<file path="src/rtl/rom_loader.sv">
// rom_loader: packs the ioctl byte stream into 16-bit ROM writes over a
// toggle handshake, then optionally fills BSRAM with a constant word.
module rom_loader #(
  parameter int unsigned CLEAR_WORDS = 16384,
  parameter logic [15:0] CLEAR_FILL  = 16'hFFFF,
  parameter logic [7:0]  PAD_BYTE    = 8'h00
) (
  input  logic        clk,
  input  logic        init_n,
  input  logic        ioctl_download,
  input  logic        ioctl_wr,
  input  logic [23:0] ioctl_addr,
  input  logic [7:0]  ioctl_dout,
  output logic        ioctl_wait,
  input  logic        clear_en,
  output logic [22:0] rom_addr,
  output logic [15:0] rom_din,
  output logic        rom_we,
  output logic        rom_req,
  input  logic        rom_req_ack,
  output logic [18:0] bsram_io_addr,
  output logic [15:0] bsram_io_din,
  output logic        bsram_io_we,
  output logic        bsram_io_req,
  input  logic        bsram_io_req_ack,
  output logic        busy,
  output logic        done,
  output logic [23:0] rom_size
);

  typedef enum logic [2:0] {
    S_IDLE,
    S_COLLECT,
    S_WRITE_ROM,
    S_FLUSH,
    S_CLEAR,
    S_CLEAR_WAIT,
    S_DONE
  } state_t;

  localparam logic [18:0] LAST_WORD = 19'(CLEAR_WORDS - 1);

  state_t      state_q, state_d;
  logic        dl_q, dl_d;
  logic        half_q, half_d;
  logic [7:0]  low_q, low_d;
  logic        fall_pend_q, fall_pend_d;
  logic        clr_q, clr_d;
  logic        abort_q, abort_d;
  logic [23:0] size_q, size_d;
  logic [22:0] rom_addr_q, rom_addr_d;
  logic [15:0] rom_din_q, rom_din_d;
  logic        rom_we_q, rom_we_d;
  logic        rom_req_q, rom_req_d;
  logic [18:0] bs_addr_q, bs_addr_d;
  logic [15:0] bs_din_q, bs_din_d;
  logic        bs_we_q, bs_we_d;
  logic        bs_req_q, bs_req_d;
  logic        wait_q, wait_d;
  logic        done_q, done_d;

  logic        rise, fall;
  logic        rom_idle, bs_idle;
  logic [23:0] size_cand, size_max;

  assign rise      = ioctl_download & ~dl_q;
  assign fall      = ~ioctl_download & dl_q;
  assign rom_idle  = (rom_req_q == rom_req_ack);
  assign bs_idle   = (bs_req_q == bsram_io_req_ack);
  assign size_cand = ioctl_addr + 24'd1;
  assign size_max  = (size_cand > size_q) ? size_cand : size_q;

  always_ff @(posedge clk) begin
    if (!init_n) begin
      state_q     <= S_IDLE;
      dl_q        <= 1'b0;
      half_q      <= 1'b0;
      low_q       <= 8'h00;
      fall_pend_q <= 1'b0;
      clr_q       <= 1'b0;
      abort_q     <= 1'b0;
      size_q      <= 24'h0;
      rom_addr_q  <= 23'h0;
      rom_din_q   <= 16'h0;
      rom_we_q    <= 1'b0;
      rom_req_q   <= rom_req_ack;
      bs_addr_q   <= 19'h0;
      bs_din_q    <= 16'h0;
      bs_we_q     <= 1'b0;
      bs_req_q    <= bsram_io_req_ack;
      wait_q      <= 1'b0;
      done_q      <= 1'b0;
    end else begin
      state_q     <= state_d;
      dl_q        <= dl_d;
      half_q      <= half_d;
      low_q       <= low_d;
      fall_pend_q <= fall_pend_d;
      clr_q       <= clr_d;
      abort_q     <= abort_d;
      size_q      <= size_d;
      rom_addr_q  <= rom_addr_d;
      rom_din_q   <= rom_din_d;
      rom_we_q    <= rom_we_d;
      rom_req_q   <= rom_req_d;
      bs_addr_q   <= bs_addr_d;
      bs_din_q    <= bs_din_d;
      bs_we_q     <= bs_we_d;
      bs_req_q    <= bs_req_d;
      wait_q      <= wait_d;
      done_q      <= done_d;
    end
  end

  always_comb begin
    state_d     = state_q;
    dl_d        = ioctl_download;
    half_d      = half_q;
    low_d       = low_q;
    fall_pend_d = fall_pend_q;
    clr_d       = clr_q;
    abort_d     = abort_q;
    size_d      = size_q;
    rom_addr_d  = rom_addr_q;
    rom_din_d   = rom_din_q;
    rom_we_d    = rom_we_q;
    rom_req_d   = rom_req_q;
    bs_addr_d   = bs_addr_q;
    bs_din_d    = bs_din_q;
    bs_we_d     = bs_we_q;
    bs_req_d    = bs_req_q;
    wait_d      = wait_q;
    done_d      = 1'b0;

    unique case (state_q)
      S_IDLE, S_DONE: begin
        if (rise) begin
          state_d     = S_COLLECT;
          size_d      = 24'h0;
          half_d      = 1'b0;
          fall_pend_d = 1'b0;
          abort_d     = 1'b0;
        end
      end

      S_COLLECT: begin
        if (ioctl_wr) begin
          // a coincident falling edge waits until this byte is handled
          fall_pend_d = fall_pend_q | fall;
          size_d      = size_max;
          if (!ioctl_addr[0]) begin
            low_d      = ioctl_dout;
            half_d     = 1'b1;
            rom_addr_d = ioctl_addr[23:1];
          end else begin
            rom_din_d  = {ioctl_dout, half_q ? low_q : PAD_BYTE};
            rom_addr_d = ioctl_addr[23:1];
            rom_we_d   = 1'b1;
            rom_req_d  = ~rom_req_q;
            wait_d     = 1'b1;
            state_d    = S_WRITE_ROM;
          end
        end else if (fall | fall_pend_q) begin
          fall_pend_d = 1'b0;
          clr_d       = clear_en;
          if (half_q) begin
            rom_din_d = {PAD_BYTE, low_q};
            rom_we_d  = 1'b1;
            rom_req_d = ~rom_req_q;
            state_d   = S_FLUSH;
          end else if (clear_en) begin
            bs_addr_d = 19'h0;
            state_d   = S_CLEAR;
          end else begin
            done_d  = 1'b1;
            state_d = S_DONE;
          end
        end
      end

      S_WRITE_ROM: begin
        fall_pend_d = fall_pend_q | fall;
        if (rom_idle) begin
          wait_d   = 1'b0;
          half_d   = 1'b0;
          rom_we_d = 1'b0;
          state_d  = S_COLLECT;
        end
      end

      S_FLUSH: begin
        if (rom_idle) begin
          half_d   = 1'b0;
          rom_we_d = 1'b0;
          if (clr_q) begin
            bs_addr_d = 19'h0;
            state_d   = S_CLEAR;
          end else begin
            done_d  = 1'b1;
            state_d = S_DONE;
          end
        end
      end

      S_CLEAR: begin
        if (rise) begin
          state_d     = S_COLLECT;
          size_d      = 24'h0;
          half_d      = 1'b0;
          fall_pend_d = 1'b0;
          abort_d     = 1'b0;
        end else begin
          bs_din_d = CLEAR_FILL;
          bs_we_d  = 1'b1;
          bs_req_d = ~bs_req_q;
          state_d  = S_CLEAR_WAIT;
        end
      end

      S_CLEAR_WAIT: begin
        // a new download lets the outstanding write finish, then aborts
        abort_d = abort_q | rise;
        if (bs_idle) begin
          bs_we_d = 1'b0;
          if (abort_q | rise) begin
            state_d     = S_COLLECT;
            size_d      = 24'h0;
            half_d      = 1'b0;
            fall_pend_d = 1'b0;
            abort_d     = 1'b0;
          end else if (bs_addr_q == LAST_WORD) begin
            done_d  = 1'b1;
            state_d = S_DONE;
          end else begin
            bs_addr_d = bs_addr_q + 19'd1;
            state_d   = S_CLEAR;
          end
        end
      end

      default: state_d = S_IDLE;
    endcase
  end

  assign ioctl_wait    = wait_q;
  assign rom_addr      = rom_addr_q;
  assign rom_din       = rom_din_q;
  assign rom_we        = rom_we_q;
  assign rom_req       = rom_req_q;
  assign bsram_io_addr = bs_addr_q;
  assign bsram_io_din  = bs_din_q;
  assign bsram_io_we   = bs_we_q;
  assign bsram_io_req  = bs_req_q;
  assign busy          = (state_q != S_IDLE) && (state_q != S_DONE);
  assign done          = done_q;
  assign rom_size      = size_q;

endmodule

</file>
<file path="config.mk">
export PLATFORM = sky130hd
export DESIGN_NAME = rom_loader
export DESIGN_NICKNAME = d
export VERILOG_FILES = /design/src/rtl/rom_loader.sv
export SDC_FILE = /design/constraint.sdc
export NUM_CORES = 1
export LEC_CHECK = 0
export ABC_AREA = 1
export ABC_CLOCK_PERIOD_IN_PS = 3500
export CORE_UTILIZATION = 40
export DETAILED_ROUTE_END_ITERATION = 10
export HOLD_SLACK_MARGIN = 0.05
export PLACE_DENSITY = 0.8
export SYNTH_ARGS = -nofsm -noshare
export SYNTH_HDL_FRONTEND = slang
export SYNTH_SLANG_ARGS = --single-unit
</file>
<file path="constraint.sdc">
create_clock -name clk -period 3.5 [get_ports clk]
set_clock_uncertainty 0.15 [all_clocks]
set_input_delay 0.7 -clock clk [delete_from_list [all_inputs] [get_ports clk]]
set_output_delay 0.7 -clock clk [all_outputs]
set_load 0.005 [all_outputs]
</file>
After elaboration in Yosys (flattened, before gate mapping)
Index checks and enable logic that the tools add are counted.
{"block": "word_totals", "in_bits": 39, "out_inout_bits": 105, "reg_bits": 105}
{"block": "classes", "n_eq_ne": 39, "n_mux": 76, "n_lt_le_gt_ge": 1, "add_sub_neg": 2, "n_bitwise": 11, "n_reduce_logical": 32}
{"op": "2-to-1 mux 19 bit", "n": 9}
{"op": "2-to-1 mux 24 bit", "n": 5}
{"op": "case mux 24 bit (3 select lines)", "n": 1}
{"op": "2-to-1 mux 16 bit", "n": 4}
{"op": "case mux 19 bit (3 select lines)", "n": 1}
{"op": "inequality test 2 bit, second input constant", "n": 18}
{"op": "2-to-1 mux 1 bit", "n": 34}
{"op": "2-to-1 mux 3 bit", "n": 10}
{"op": "adder 24 x 1 -> 24 bit, second input constant", "n": 1}
{"op": "greater-than comparator 24 bit", "n": 1}
{"op": "adder 19 x 1 -> 19 bit, second input constant", "n": 1}
{"op": "== test 19 x 14 -> 1 bit, second input constant", "n": 1}
{"op": "case mux 3 bit (6 select lines)", "n": 1}
{"op": "inequality test 3 bit, second input constant", "n": 4}
{"op": "AND reduction 4 bit", "n": 3}
{"op": "AND reduction 6 bit", "n": 2}
{"op": "nonzero test 2 bit", "n": 6}
{"op": "inequality test 2 x 1 -> 1 bit, second input constant", "n": 5}
{"op": "AND reduction 10 bit", "n": 1}
{"op": "AND reduction 5 bit", "n": 2}
{"op": "== test 3 bit, second input constant", "n": 3}
{"op": "AND reduction 3 bit", "n": 3}
{"op": "nonzero test 3 bit", "n": 3}
{"op": "2-to-1 mux 8 bit", "n": 1}
{"op": "19 further kinds", "n": 41}

Longest topological paths before layout
{"block": "depth", "depth_word": 7, "mapped_depth": 24, "mapped_depth_nobuf": 23}

Worst setup path after synthesis
No wires, ideal clock.
{"block": "synth_path", "kind": "input port to flip-flop", "from": "input port ioctl_addr[0]", "to": "register size_q[11] (netlist: rom_size[11])", "setup_slack_ps": 44, "cell_stages": 22, "arrival_time_ps": 3191, "n_path_buf": 1, "setup_time_ps": 115, "cell_sequence": "ha_1 > nand3_1 > nor2_1 > inv_1 > nor2_1 > nand2_1 > nor2_1 > or2_2 > and2_1 > ha_1 > nand2_1 > nor2_1 > nand4_1 > nor2_1 > nand2_1 > nand3_1 > nand2_1 > nand2_1 > clkbuf_1 > nand3_1 > nand2_1 > nor2_1"}
{"block": "synth_via", "elab_chain_len": 4}
{"item": "start, declared", "line": "12", "rtl": "input logic [23:0] ioctl_addr,"}
{"item": "adder 24 x 1 -> 24 bit *", "line": "70", "rtl": "assign size_cand = ioctl_addr + 24'd1;"}
{"item": "greater-than comparator 24 bit or 2-to-1 mux 24 bit (tied branches)", "line": "71", "rtl": "assign size_max = (size_cand > size_q) ? size_cand : size_q;"}
{"item": "inequality test 2 bit (no source line) or 2-to-1 mux 24 bit (tied branches)"}
{"item": "AND reduction 6 bit (no source line) or case mux 24 bit (3 select lines) (tied branches)"}
{"item": "end signal, assigned", "line": "101", "rtl": "size_q <= size_d;"}
{"item": "end, declared", "line": "50", "rtl": "logic [23:0] size_q, size_d;"}
Every way passes the cells marked *; elsewhere a longest branch is shown, timed or not. The select of a mux whose other input is x is not followed.
A chain may end at the register's enable or synchronous reset.

Worst setup path after layout
{"block": "layout_path", "from": "input port ioctl_addr[20]", "to": "register size_q[23] (netlist: rom_size[23])"}
The elaborated chain is that of the path after synthesis.

==> impl_metrics.py <==
metrics = {
    "floorplan": {
        "dieArea_sq_mm": 0.0157,
        "start_util_pct": 41.4,
        "die_h_um": 125,
        "core_area_sq_mm": 0.0147,
        "die_w_um": 125,
        "io_pins": 144,
        "row_count": 44,
    },
    "detailed_routing": {
        "postRouteAntennaNets": 0,
        "vias": 6542,
        "post_drt_wl_per_cell_um": 14.0,
        "drc": 9,
        "drt_iter0_drc": 533,
        "firstDrtPassIters": 8,
        "viasPerCell": 5.01,
        "drt_wl_total_mm": 18.3,
    },
    "placement": {
        "port-buffer-count": 143,
        "postPlaceCellArea_sq_mm": 0.00807,
        "hpwl_mm": 13.2,
        "gp_congestion": 0.979,
        "placed_cells": 1282,
    },
    "clock_network": {
        "clk_pin_slew_ns": 0.07,
        "htreeDepth": 3,
        "clk_path_buf_depth": 2,
        "clock_sinks": 105,
        "numCtsBuffers": 9,
        "ctsRootBufferMaster": "clkbuf_16",
        "clock_latency_ns": 0.35,
        "cts_hold_buf": 0,
        "cts_tree": "done",
    },
    "critical_path": {
        "r2r_slack_ns": 0.89,
        "reg2reg_depth": 12,
        "startpoint_type": "input port",
        "crit_arrival_ns": 3.44,
        "crit_required_ns": 3.59,
        "critPathMaxFanout": 7,
        "path_class": "in -> reg",
        "end_kind": "flip-flop",
    },
    "logic_synthesis": {
        "async_flop_share_pct": 0,
        "yosys.area.top_type": "dfxtp_1",
        "synth_top_area_share_pct": 33.9,
        "synth_common_cells": "nand2_1, nor2_1, inv_1, dfxtp_1, a21oi_1",
        "synth_cell_types": 39,
        "synth_fp_nets": 989,
        "yosys.cell_count.top_type": "nand2_1",
        "synthTopCellsByArea": "dfxtp_1, nand2_1, nor2_1, inv_1, a21oi_1",
        "ys.flop_type": "dfxtp_1",
        "syn_area_sq_mm": 0.00608,
        "syn_inst": 924,
        "synth_edf_count": 2,
        "synth-seq-area-share_pct": 34.9,
        "yosysWarnings": 0,
        "avgSynthCellArea_sq_um": 6.58,
        "synth_seq_cells": 105,
    },
    "grt": {
        "grt_pass1_vias": 5798,
        "grt_first_pass_wirelength_mm": 28.9,
        "antenna_found_initial": 0,
        "grt_max_degree": 36,
        "grt_usage_pct": 22.7,
        "grt-ovfl-total": 0,
    },
    "outcome": {
        "status": "complete, but fails checks",
        "violations": "DRC",
    },
    "hold_path": {
        "holdPathStages": 2,
        "hold_class": "reg -> reg",
    },
    "timing": {
        "finalHoldViolCount": 0,
        "relSlewSlack_pct": 41.7,
        "min_period_ns": 3.35,
        "min_period_over_period_pct": 95.6,
        "finalSetupViolations": 0,
        "fmax_mhz": 299,
        "whs_ns": 0.306,
        "worstMarginPinSlew_ns": 0.871,
        "drv_slew": 0,
    },
    "pwr": {
        "p_total_mw": 4.97,
        "p_leak_nw": 3.80,
        "vdd_ir_drop_max_mv": 0.337,
        "power.density_mw_per_mm2": 575,
    },
    "final_layout": {
        "nets": 1182,
        "nFillCells": 1316,
        "area_delta_synth_final_pct": 42.2,
        "fin_cells": 1306,
        "n_antenna_cell": 0,
        "layout-drive-gt1-share_pct": 14.4,
        "design_area_sq_mm": 0.00865,
    },
    "job": {
        "cap_violations": 0,
    },
}
==> placed cells by master, fill, tap and decap left out, drive strengths merged, types with 10 or more instances in the layout <==
cell	instances
nand2	217
clkdlybuf4s50	123
ha	26
nor3	17
nand3	64
nand4	10
nor2	138
dlymetal6s2s	11
o21ai	63
clkbuf	14
inv	115
xor2	20
dfxtp	103
buf	84
a21oi	74
==> layer usage <==
metal / vias to the layer above / global-route usage [%] / part of all wire [%]
met1: 2934 / 31.7 / 46
met5: - / 0 / 0
met3: 29 / 5.18 / 8.1
li1: 3331 / - / -
met4: 0 / 8.39 / 2.0
met2: 248 / 34.0 / 44
==> power by group <==
group / switching (mW) / total, mW / leakage, nW / internal (mW)
registers: 0.160 / 1.57 / 0.859 / 1.41
clock network: 0.489 / 1.02 / 0.141 / 0.533
logic: 1.35 / 2.38 / 2.80 / 1.03
total: 2.00 / 4.97 / 3.80 / 2.98
==> final cells by class <==
type	count	area, sq um	area share, %
sequential	105	2120	24.5
timing repair buffer	227	2120	24.5
tap	184	230	2.66
multi-input combinational	661	3460	40.0
clock inverter	5	43.8	0.506
inverter	113	424	4.90
clock buffer	11	253	2.92
==> timing repair <==
item / 4_1_cts / 5_1_grt
gates cloned: 2 / 1
endpoints found under the setup margin: 24 / 24
gates resized for setup: 23 / 49
setup buffers: 1 / 4
pin swaps: 5 / 26
==> cells by family (layout without fill, tap and decap cells) <==
group / count (synthesis) / after routing / synth area share (%)
AO/OA/AOI/OAI: 148 / 148 / 12.9
AND/OR/NAND/NOR: 458 / 459 / 31.6
flip-flops: 105 / 105 / 34.9
XOR/XNOR: 28 / 28 / 4.03
buffers and inverters: 159 / 356 / 11.3
adder cells (fa/ha/maj): 26 / 26 / 5.35
==> final timing paths <==
check / from / endpoint
worst max-delay path: ioctl_addr[20] / rom_size[23]
worst min-delay path: fall_pend_q / fall_pend_q
worst max register to register: state_q[2] / bsram_io_addr[18]
worst min register to register: fall_pend_q / fall_pend_q
==> stage by stage <==
| stage | setup TNS [ns] | worst slack, ns | util, % |
|---|---|---|---|
| after global placement | -12.81 | -0.556 | 54.9 |
| after global routing | -2.64 | -0.149 | 58.9 |
| final | 0 | 0.152 | 58.9 |
| after floorplan | 0 | 0.0437 | - |
| after detailed placement | -13.93 | -0.605 | 54.9 |
| after CTS | 0 | 0.00810 | 57.6 |
==> sequential cells by signal (all words and copies together), names as in the netlist <==
name           flops
bsram_io_req       1
bsram_io_din       1
done               1
half_q             1
low_q              8
rom_din           16
clr_q              1
state_q            3
rom_req            1
abort_q            1
fall_pend_q        1
ioctl_wait         1
rom_size          24
bsram_io_addr     19
bsram_io_we        1
rom_addr          23
dl_q               1
rom_we             1
==> worst max-delay path, stage by stage <==
cell and delay (ns):
clkdlybuf4s50_1 0.49, nand2_1 0.10, inv_1 0.09, nand3_1 0.10
nor2_2 0.12, nand3_2 0.10, xor2_2 0.21, inv_1 0.07
ha_1 0.27, nand2_1 0.08, nor2_2 0.13, nand2_2 0.09
nor2_2 0.13, nand2_1 0.07, nand3_1 0.08, nand2_2 0.10
nand2_8 0.15, buf_12 0.13, nand3_1 0.07, nand2_1 0.10
nor2_1 0.05
(Power assumes the default switching activity.)
